<file path="src/rtl/mux2_1_1bit_arbiter_if.sv">
// Bus bundle between the two bit-serial requesters and the shared 2:1 mux arbiter.
// The master side drives requests and data bits. The slave side is the arbiter.
interface mux2_1_1bit_arbiter_if;
  logic req0;
  logic req1;
  logic in1;
  logic in2;
  logic gnt0;
  logic gnt1;
  logic selec;
  logic out_data;
  logic out_valid;

  modport master (
    output req0, req1, in1, in2,
    input  gnt0, gnt1, selec, out_data, out_valid
  );

  modport slave (
    input  req0, req1, in1, in2,
    output gnt0, gnt1, selec, out_data, out_valid
  );
endinterface

</file>
<file path="src/rtl/mux2_1_1bit_arbiter.sv">
// Round-robin arbiter for a shared 2:1 1-bit mux. It grants bounded bursts and
// registers the selected bit as a valid output stream.
module mux2_1_1bit_arbiter #(
  parameter int MAX_BURST = 8,
  parameter int CNT_W     = 4
) (
  input  logic                     clk,
  input  logic                     reset,
  mux2_1_1bit_arbiter_if.slave     bus
);

  typedef enum logic [1:0] {
    S_IDLE = 2'd0,
    S_GNT0 = 2'd1,
    S_GNT1 = 2'd2
  } state_t;

  localparam logic [CNT_W-1:0] CNT_LAST = CNT_W'(MAX_BURST - 1);

  state_t           state;
  logic [CNT_W-1:0] cnt;
  logic             last_served;
  logic             selec_p1;
  logic             data_p1;
  logic             vld_p1;

  logic own_req;
  logic oth_req;
  logic beat;
  logic grant_end;
  logic sel_bit;

  // The counter stops at the last beat index instead of wrapping.
  function automatic logic [CNT_W-1:0] cnt_inc(input logic [CNT_W-1:0] c);
    return (c >= CNT_LAST) ? CNT_LAST : c + 1'b1;
  endfunction

  always_comb begin
    own_req   = 1'b0;
    oth_req   = 1'b0;
    beat      = 1'b0;
    grant_end = 1'b0;
    sel_bit   = selec_p1 ? bus.in2 : bus.in1;
    if (state == S_GNT0) begin
      own_req = bus.req0;
      oth_req = bus.req1;
    end else if (state == S_GNT1) begin
      own_req = bus.req1;
      oth_req = bus.req0;
    end
    if (state != S_IDLE) begin
      beat      = own_req;
      grant_end = !own_req || (cnt == CNT_LAST);
    end
  end

  // Stage p0 -> p1: arbitration state, mux select and captured beat.
  always_ff @(posedge clk) begin
    if (reset) begin
      state       <= S_IDLE;
      cnt         <= '0;
      last_served <= 1'b1;
      selec_p1    <= 1'b0;
      data_p1     <= 1'b0;
      vld_p1      <= 1'b0;
    end else begin
      vld_p1 <= 1'b0;
      if (beat) begin
        data_p1 <= sel_bit;
        vld_p1  <= 1'b1;
      end
      case (state)
        S_IDLE: begin
          if (bus.req0 && bus.req1) begin
            state    <= last_served ? S_GNT0 : S_GNT1;
            selec_p1 <= !last_served;
          end else if (bus.req0) begin
            state    <= S_GNT0;
            selec_p1 <= 1'b0;
          end else if (bus.req1) begin
            state    <= S_GNT1;
            selec_p1 <= 1'b1;
          end
        end
        S_GNT0, S_GNT1: begin
          if (grant_end) begin
            last_served <= (state == S_GNT1);
            cnt         <= '0;
            // Handing off straight to the waiting requester avoids an IDLE bubble.
            if (oth_req) begin
              state    <= (state == S_GNT0) ? S_GNT1 : S_GNT0;
              selec_p1 <= (state == S_GNT0);
            end else if (own_req) begin
              state    <= state;
              selec_p1 <= (state == S_GNT1);
            end else begin
              state <= S_IDLE;
            end
          end else if (beat) begin
            cnt <= cnt_inc(cnt);
          end
        end
        default: begin
          state <= S_IDLE;
          cnt   <= '0;
        end
      endcase
    end
  end

  assign bus.gnt0      = (state == S_GNT0);
  assign bus.gnt1      = (state == S_GNT1);
  assign bus.selec     = selec_p1;
  assign bus.out_data  = data_p1;
  assign bus.out_valid = vld_p1;

  a_grant_onehot : assert property (@(posedge clk) !(bus.gnt0 && bus.gnt1));
  a_cnt_bound    : assert property (@(posedge clk) cnt <= CNT_LAST);

endmodule

</file>
<file path="src/flat_wrapper.sv">
// flat-port wrapper written by rule: the top's interface ports become plain ports
module mux2_1_1bit_arbiter_flat 
#(
  parameter int MAX_BURST = 8,
  parameter int CNT_W     = 4
)
  (clk, reset, bus_req0, bus_req1, bus_in1, bus_in2, bus_gnt0, bus_gnt1, bus_selec, bus_out_data, bus_out_valid);
  mux2_1_1bit_arbiter_if bus_i ();
  input  logic clk;
  input  logic reset;
  input wire logic [$bits(bus_i.req0)-1:0] bus_req0;
  input wire logic [$bits(bus_i.req1)-1:0] bus_req1;
  input wire logic [$bits(bus_i.in1)-1:0] bus_in1;
  input wire logic [$bits(bus_i.in2)-1:0] bus_in2;
  output wire logic [$bits(bus_i.gnt0)-1:0] bus_gnt0;
  output wire logic [$bits(bus_i.gnt1)-1:0] bus_gnt1;
  output wire logic [$bits(bus_i.selec)-1:0] bus_selec;
  output wire logic [$bits(bus_i.out_data)-1:0] bus_out_data;
  output wire logic [$bits(bus_i.out_valid)-1:0] bus_out_valid;
  assign bus_i.req0 = bus_req0;
  assign bus_i.req1 = bus_req1;
  assign bus_i.in1 = bus_in1;
  assign bus_i.in2 = bus_in2;
  assign bus_gnt0 = bus_i.gnt0;
  assign bus_gnt1 = bus_i.gnt1;
  assign bus_selec = bus_i.selec;
  assign bus_out_data = bus_i.out_data;
  assign bus_out_valid = bus_i.out_valid;
  mux2_1_1bit_arbiter #(.MAX_BURST(MAX_BURST), .CNT_W(CNT_W)) u_core (.clk(clk), .reset(reset), .bus(bus_i));
endmodule
</file>
<file path="config.mk">
export PLATFORM = sky130hd
export DESIGN_NAME = mux2_1_1bit_arbiter_flat
export DESIGN_NICKNAME = d
export VERILOG_FILES = /design/src/rtl/mux2_1_1bit_arbiter_if.sv /design/src/rtl/mux2_1_1bit_arbiter.sv /design/src/flat_wrapper.sv
export SDC_FILE = /design/constraint.sdc
export NUM_CORES = 1
export LEC_CHECK = 0
export CORE_MARGIN = 3
export CORE_UTILIZATION = 51
export CTS_BUF_LIST = sky130_fd_sc_hd__clkbuf_4
export DETAILED_ROUTE_END_ITERATION = 12
export PLACE_DENSITY = 0.77
export SLEW_MARGIN = 20
export SYNTH_ARGS = -nofsm -noshare
export SYNTH_HDL_FRONTEND = slang
export SYNTH_SLANG_ARGS = --single-unit
</file>
<file path="constraint.sdc">
create_clock -name clk -period 3.5 [get_ports clk]
set_clock_uncertainty 0.05 [all_clocks]
set_input_delay 0.7 -clock clk [delete_from_list [all_inputs] [get_ports clk]]
set_output_delay 0.7 -clock clk [all_outputs]
set_load 0.03 [all_outputs]
</file>
---- Word level (Yosys, flattened, before mapping) ----
Index checks and enable logic that the tools add are counted.
storage, ports and cells
  output and inout bits ................... 5
  word-level logic and storage cells ...... 57
  register bits after elaboration ......... 10
cells by class
  reduce and logical (&&, ||, !) cells .... 12
  bitwise gates (word level) .............. 1
  add/sub/neg operators ................... 1
  $lt $le $gt $ge ......................... 1
  muxes and demuxes ....................... 28
  eq/ne operators ......................... 8
operators by type and width
  kind                   count
  $mux W2                8
  $mux W1                14
  $mux W4                3
  $pmux W4 S2            1
  $ne A3 B1 Y1 const B   2
  $add A4 B1 Y4 const B  1
  $eq A4 B3 Y1 const B   1
  $ge A4 B3 Y1 const B   1
  $ne A4 B3 Y1 const B   1
  $pmux W2 S2            1
  $reduce_and A2 Y1      2
  $reduce_and A4 Y1      1
  $reduce_bool A2 Y1     2
  $ne A3 B3 Y1 const B   1
  $reduce_and A3 Y1      1
  $eq A2 B1 Y1 const B   1
  $eq A2 B2 Y1 const B   1
  $logic_not A1 Y1       2
  $logic_not A2 Y1       1
  $ne A2 B1 Y1 const B   1
  $pmux W1 S2            1
  $reduce_or A2 Y1       1
  $logic_and A1 B1 Y1    1
  $logic_or A1 B1 Y1     1
  $not A1 Y1             1

---- Logic depth before layout (Yosys ltp) ----
Gate-level depths: netlist of run 1.
  depth after elaboration ................. 8
  depth in mapped cells ................... 6
  depth with buffers taken out ............ 6

---- Worst setup path after synthesis of run 1 ----
No wires, ideal clock.
  path type ............................... register to register
  from .................................... reg u_core.state[1]
  to ...................................... reg u_core.selec_p1, in the netlist u_core.bus.selec
  clock period less this slack ............ 2047 ps
  path buffers ............................ 0
  required time ........................... 3327 ps
  data arrival time ....................... 1874 ps
  cell stages (with the launch flop) ...... 7
  slack ................................... 1453 ps
  cell sequence ........................... dfxtp_1 inv_1 ha_1 nand3b_1 and2_4 a2111oi_2 mux2_1
RTL lines
  what                                line                       text
  start: declaration                  mux2_1_1bit_arbiter.sv:20  state_t state;
  start signal: assignment            mux2_1_1bit_arbiter.sv:75  state <= last_served ? S_GNT0 : S_GNT1;
  start signal: assignment            mux2_1_1bit_arbiter.sv:91  state <= (state == S_GNT0) ? S_GNT1 : S_GNT0;
  start signal: assignment            mux2_1_1bit_arbiter.sv:94  state <= state;
  $eq A2 B1 Y1 (*)                    --
  net bus_gnt0                        flat_wrapper.sv:15         output wire logic [$bits(bus_i.gnt0)-1:0] bus_gnt0;
  $mux W1                             mux2_1_1bit_arbiter.sv:44  if (state == S_GNT0) begin
  $logic_not A1 Y1                    mux2_1_1bit_arbiter.sv:53  grant_end = !own_req || (cnt == CNT_LAST);
  $logic_or A1 B1 Y1                  mux2_1_1bit_arbiter.sv:53
  $mux W1                             mux2_1_1bit_arbiter.sv:51  if (state != S_IDLE) begin
  $ne A2 B1 Y1 (no source line)       --
  $reduce_and A4 Y1 (no source line)  --
  end signal: assignment              mux2_1_1bit_arbiter.sv:76  selec_p1 <= !last_served;
  end signal: assignment              mux2_1_1bit_arbiter.sv:92  selec_p1 <= (state == S_GNT0);
  end signal: assignment              mux2_1_1bit_arbiter.sv:95  selec_p1 <= (state == S_GNT1);
  end: declaration                    mux2_1_1bit_arbiter.sv:23  logic selec_p1;
The timed path passes the listed nets; every way through them passes the cells marked *. The select of a mux whose other input is x is not followed.
A chain may end at the register's enable or synchronous reset.

---- Worst setup path in the final report of run 1 ----
  from .................................... reg u_core.state[1]
  to ...................................... out bus_gnt0
on the way
  word-level cells in the longest chain between the ends .. 1
ends and longest elaborated chain
  what              line                        text
  $eq A2 B1 Y1      mux2_1_1bit_arbiter.sv:111  assign bus.gnt0 = (state == S_GNT0);
  end: declaration  flat_wrapper.sv:15
Every way passes these cells.

==> flow_summary.ini, run 1 <==
[place]
dpl.hpwl_um = 1122
gp_congestion = 0.8494
io_buffers = 10
placedCellCount = 108

[global_route]
antenna_found_initial = 0
grt_usage = 0.1593
grt-ovfl-total = 0
grt_max_degree = 9
grt_pass1_vias = 566
grt_first_pass_wirelength_um = 2270

[clocking]
cts_resized = 0
cts_num_sinks = 10
holdBufCountCts = 0
clk_path_buf_depth = 2
cts_tree = built
cts-htree-levels = 1
clkTransAtPathRegs_ns = 0.06
clk_latency_ns = 0.25
numCtsBuffers = 3
cts-root-buf = clkbuf_4
postCtsSetupBuffers = 0

[worst_setup_path]
path_class = register to output port
cpPeakStageDelay_ns = 0.71
critPathMaxFanout = 8
critPathArrivalTime_ns = 1.68
cp_cell_sequence = inv_1 -> ha_1 -> clkdlybuf4s50_1
cp-start-kind = register
cp_slowest_cell = clkdlybuf4s50_1
required_ns = 2.75
end_kind = output port

[synthesis]
syn_area_per_cell_um2 = 8.177
synth_mux_area_frac = 0.06011
synthArstFlopShare = 0
synth_area_leaders = dfxtp_1 29%, ha_1 11%, inv_1 4.9%, mux2i_1 4.4%, o21ai_0 4.4%
synth_nets = 96
synth_area_um2 = 686.9
synthAdderAreaFrac = 0.1093
synth_xor_area_frac = 0
synth-compound-area-share = 0.2441
yosysTopAreaCell = dfxtp_1
synth_common_cells = 10 x dfxtp_1, 9 x inv_1, 8 x nand2_1
synthSimpleGateAreaFrac = 0.2459
syn_inst = 84
synth_top_family_by_area = simple AND/OR/NAND/NOR gates
yosysMostFrequentCell = dfxtp_1
seq_area_frac_synth = 0.2914
ys_ff_latch = 10
synth_top_area_share = 0.2914
synth_ff_type = dfxtp_1
synth_edf_count = 0
ys_types = 31
ys_warn_count = 0

[power_and_ir_drop]
p_sw_frac = 0.4275
p_int_uw = 334.6
combinationalPowerShare = 0.596
p_sw_uw = 249.9
seq_power_share = 0.282
clkPwrFrac = 0.122
peakVddDrop_mv = 0.4142
p_per_area_nw_per_um2 = 706.8
power_leakage_uw = 0.0003329

[detailed_routing]
drt_iter0_markers = 20
via_count = 624
routed_wl_um = 1402
wire_per_inst_um = 12.63
vias_per_cell = 5.622
antenna_left = 0
drt_first_pass_iters = 4
drc = 0

[sta]
clock.fmax_ghz = 0.4110
report.final.setup_viol = 0
max_slew_margin = 0.7646
fin_crit_ns = 2.433
finalCritPeriodShare = 0.6951
fin_setup_tns_ns = 0
report.final.slew_viol_count = 0
hold_violations = 0
rsz0062_at_grt = no
worst_pin_slew_ns = 0.3487

[final_layout]
area_delta_synth_final_pct = 20.40
nets = 111
layout.cells.non_filler = 111
nFillCells = 104
diodes = 0
drive_gt1_frac = 0.05155

[die]
dieHeight_um = 42.70
start_util = 0.5791
core.rowCount = 12
design.die.area_um2 = 1823
coreArea_um2 = 1186
fp.dieW_um = 42.70
ios = 11

[status]
outcome = finished, final reports clean

[hold_path]
holdCritPathClass = register to register

[flow_run]
drv_cap = 0
-- final cells by class --
class	count	area [um2]	share of cell area
Multi-Input combinational cell	65	452.9	0.5477
Sequential cell	10	200.2	0.2421
Timing Repair Buffer	10	100.1	0.1210
Inverter	9	33.78	0.04085
Clock buffer	3	22.52	0.02723
Tap cell	14	17.52	0.02118
-- through the flow --
| step | cell area (um2) | setup WS (ns) | total power (uW) | util | hold WS [ns] |
|---|---|---|---|---|---|
| 6_report | 827.0 | 1.067 | 584.5 | 0.6973 | 0.4299 |
| 5_1_grt | 827.0 | 0.9326 | 631.9 | 0.6973 | 0.4856 |
| 4_1_cts | 827.0 | 1.051 | 585.3 | 0.6973 | 0.4376 |
| 3_5_place_dp | 804.5 | 1.024 | 511.2 | 0.6783 | 0.4299 |
| 3_3_place_gp | 804.5 | 1.052 | 504.8 | 0.6783 | 0.4173 |
| 2_1_floorplan | 686.9 | 1.453 | 425.4 | - | 0.4177 |
-- worst paths after layout --
path | endpoint | slack, ns | startpoint | cells past startpoint
worst max-delay path | bus_gnt0 | 1.07 | u_core.state[1] | 3
worst min-delay path | u_core.bus.out_data | 0.43 | u_core.bus.out_data | 2
worst max register to register | u_core.bus.selec | 1.43 | u_core.state[0] | 6
worst min register to register | u_core.bus.out_data | 0.43 | u_core.bus.out_data | 2
-- per-layer routing --
layer | part of all wire | vias up | track usage
li1 | - | 326 | -
met1 | 0.46 | 261 | 0.2036
met2 | 0.43 | 33 | 0.2515
met3 | 0.091 | 4 | 0.06356
met4 | 0.016 | 0 | 0.03106
met5 | 0 | - | 0
-- layout by cell type, fill, tap and decap left out, drive strengths merged, types with 4 or more instances in the layout --
cell	instances
nand2	8
o21ai	7
nor2b	4
ha	6
dfxtp	10
clkdlybuf4s50	10
inv	9
nor2	7
a21oi	5
-- flip-flops by register name (all words and copies together) (netlist names) --
signal / cells
u_core.bus.out_valid: 1
u_core.bus.selec: 1
u_core.state: 2
u_core.last_served: 1
u_core.cnt: 4
u_core.bus.out_data: 1
-- kinds of logic after synthesis --
kind of cell             Yosys count
flip-flops                        10
AO/OA/AOI/OAI                     24
adder cells (fa/ha/maj)            6
buffers and inverters              9
AND/OR/NAND/NOR                   31
multiplexers                       4
-- critical path: cells and delay by family (launching register included) --
kind	cells	cell delay [ns]
adder cells (fa/ha/maj)	1	0.27
buffers and inverters	2	0.82
flip-flops	1	0.34
-- power by group through the flow --
stage | combinational [uW] | sequential [uW] | clock, uW
floorplan | 250 | 175 | 0
global placement | 339 | 166 | 0
detailed placement | 344 | 167 | 0
CTS | 345 | 165 | 75.4
global route | 380 | 170 | 81.2
finish | 348 | 165 | 71.3
Note: power is estimated with default switching activity, not from simulation.
==> run 2: changes to the inputs <==
Settings changed: CORE_UTILIZATION 51 to 48, PLACE_DENSITY 0.77 to 0.76.
Clock period 3.5 ns to 1.95 ns, I/O delays scaled along.
==> run 2 against run 1 <==
Compared with the run above: total power up 120%; setup slack worse by 0.99 ns; via count up 14%; cell area up 17%; register-to-register slack worse by 1.3 ns; clock-buffer cell count unchanged; die area up 5.4%; largest cell class unchanged; routed wire length up 29%.
==> flow_summary.ini, run 2 (synthesis results as in run 1) <==
[final_layout]
final_util = 0.7360
layout.cells.non_filler = 125
top_register = u_core.cnt
area_delta_synth_final_pct = 41.17
layout_common_cells = 12 x buf_4, 10 x dfxtp_1, 8 x nand2_1, 8 x clkdlybuf4s50_1
diodes = 0
fin_area_um2 = 969.7
top_regs = u_core.cnt x4, u_core.state x2
multi_input_area_um2 = 503.0
final-seq-area_um2 = 200.2
nFillCells = 101
nets = 123
largest_register_ffs = 4
final_common_cell = buf_4
drive_gt1_frac = 0.2091

[clocking]
cts-root-buf = clkbuf_4
clk_path_buf_depth = 2
clk_latency_ns = 0.27
cts-htree-levels = 1
clkTransAtPathRegs_ns = 0.08
cts_tree = built
cts_num_sinks = 10
numCtsBuffers = 3

[detailed_routing]
antenna_left = 0
drt_first_pass_iters = 4
via_count = 710
wire_per_inst_um = 14.47
drc = 0
vias_per_cell = 5.680
routed_wl_um = 1809
drt_iter0_markers = 24

[power_and_ir_drop]
p_per_area_nw_per_um2 = 1334
peakVddDrop_mv = 1.081
power_leakage_uw = 0.0004014

[flow_run]
drv_cap = 0

[die]
ios = 11
dieHeight_um = 43.83
start_util = 0.5214
fp.dieW_um = 43.83
core.rowCount = 13
coreArea_um2 = 1318
design.die.area_um2 = 1921

[hold_path]
whs_endpoint = u_core.bus.out_data
min_from = u_core.bus.out_data
holdPathStages = 2
holdCritPathClass = register to register

[global_route]
grt_usage = 0.1911
grt_use_met1 = 0.2289
grt_first_pass_wirelength_um = 2704
grt_use_met3 = 0.05394
met2_usage = 0.3285
gr-max-usage-layer = met2
grt_pass1_vias = 607
grt-ovfl-total = 0
grt_max_degree = 9
antenna_found_initial = 0

[worst_setup_path]
reg2reg_slack_ns = 0.08
end_kind = register
critPathArrivalTime_ns = 1.98
critPathMaxFanout = 4
cp-start-kind = register
r2r-start = u_core.state[0]
reg2regPathDepth = 6
path_class = register to register
required_ns = 2.06
worst_r2r_endpoint = u_core.bus.selec

[sta]
finalCritPeriodShare = 0.9580
report.final.slew_viol_count = 0
fin_crit_ns = 1.868
report.final.setup_viol = 0
max_slew_margin = 0.7413
clock.fmax_ghz = 0.5353
hold-worst-slack_ns = 0.4243
worst_pin_slew_ns = 0.3857
hold_violations = 0

[place]
gp_congestion = 0.8550
dpl.hpwl_um = 1280
placed_cell_area_um2 = 893.4
placedCellCount = 120
io_buffers = 10

[status]
outcome = finished, final reports clean
[run 2: timing repair]
item / 4_1_cts / 5_1_grt
hold buffers: 0 / 0
setup buffers: 0 / 1
gates resized for setup: 4 / 6
cloned: 0 / 0
hold endpoints to repair: 0 / 0
pin swaps: 0 / 3
setup endpoints to repair: 3 / 3
[run 2: report_power, final]
group	internal (uW)	leakage (uW)	total, uW	switching (uW)
combinational	411	0.000304	846	435
sequential	253	0.0000816	290	36.2
clock	74.0	0.0000154	158	84.4
[run 2: metal layers]
| layer | routed length (um) | share of wire |
|---|---|---|
| met5 | 0 | 0 |
| met4 | 42 | 0.023 |
| met3 | 121 | 0.067 |
| met2 | 870 | 0.48 |
| met1 | 775 | 0.43 |
[run 2: final cells by class]
| type | count | area share |
|---|---|---|
| Sequential cell | 10 | 0.2065 |
| Clock inverter | 1 | 0.003871 |
| Multi-Input combinational cell | 65 | 0.5187 |
| Timing Repair Buffer | 22 | 0.1935 |
| Tap cell | 15 | 0.01935 |
| Clock buffer | 3 | 0.02323 |
| Inverter | 9 | 0.03484 |
[run 2: worst max-delay path by stage]
| stage | slack [ns] | depth (start not counted) | from | end |
|---|---|---|---|---|
| after CTS | 0.02 | 6 | u_core.state[1] | u_core.bus.selec |
| after global placement | -0.12 | 5 | bus_req1 | u_core.bus.selec |
| final | 0.08 | 6 | u_core.state[0] | u_core.bus.selec |
| after global routing | -0.02 | 7 | u_core.state[0] | u_core.cnt[1] |
| after detailed placement | -0.16 | 5 | bus_req1 | u_core.bus.selec |
| after floorplan | 0.003 | 6 | u_core.state[0] | u_core.bus.selec |
[run 2: through the flow]
step	total power [uW]	setup slack (ns)	TNS (ns)
after global placement	1004	-0.1178	-0.1182
after global routing	1380	-0.01596	-0.01692
after detailed placement	1037	-0.1604	-0.2434
final	1294	0.08186	0
after floorplan	769.8	0.003291	0
after CTS	1221	0.02024	0
[run 2: worst max-delay path: stages, from the launching register on]
cell	delay, ns
dfxtp_1	0.35
inv_2	0.07
ha_4	0.25
a21boi_0	0.14
and2_1	0.21
a2111oi_4	0.35
mux2_1	0.35
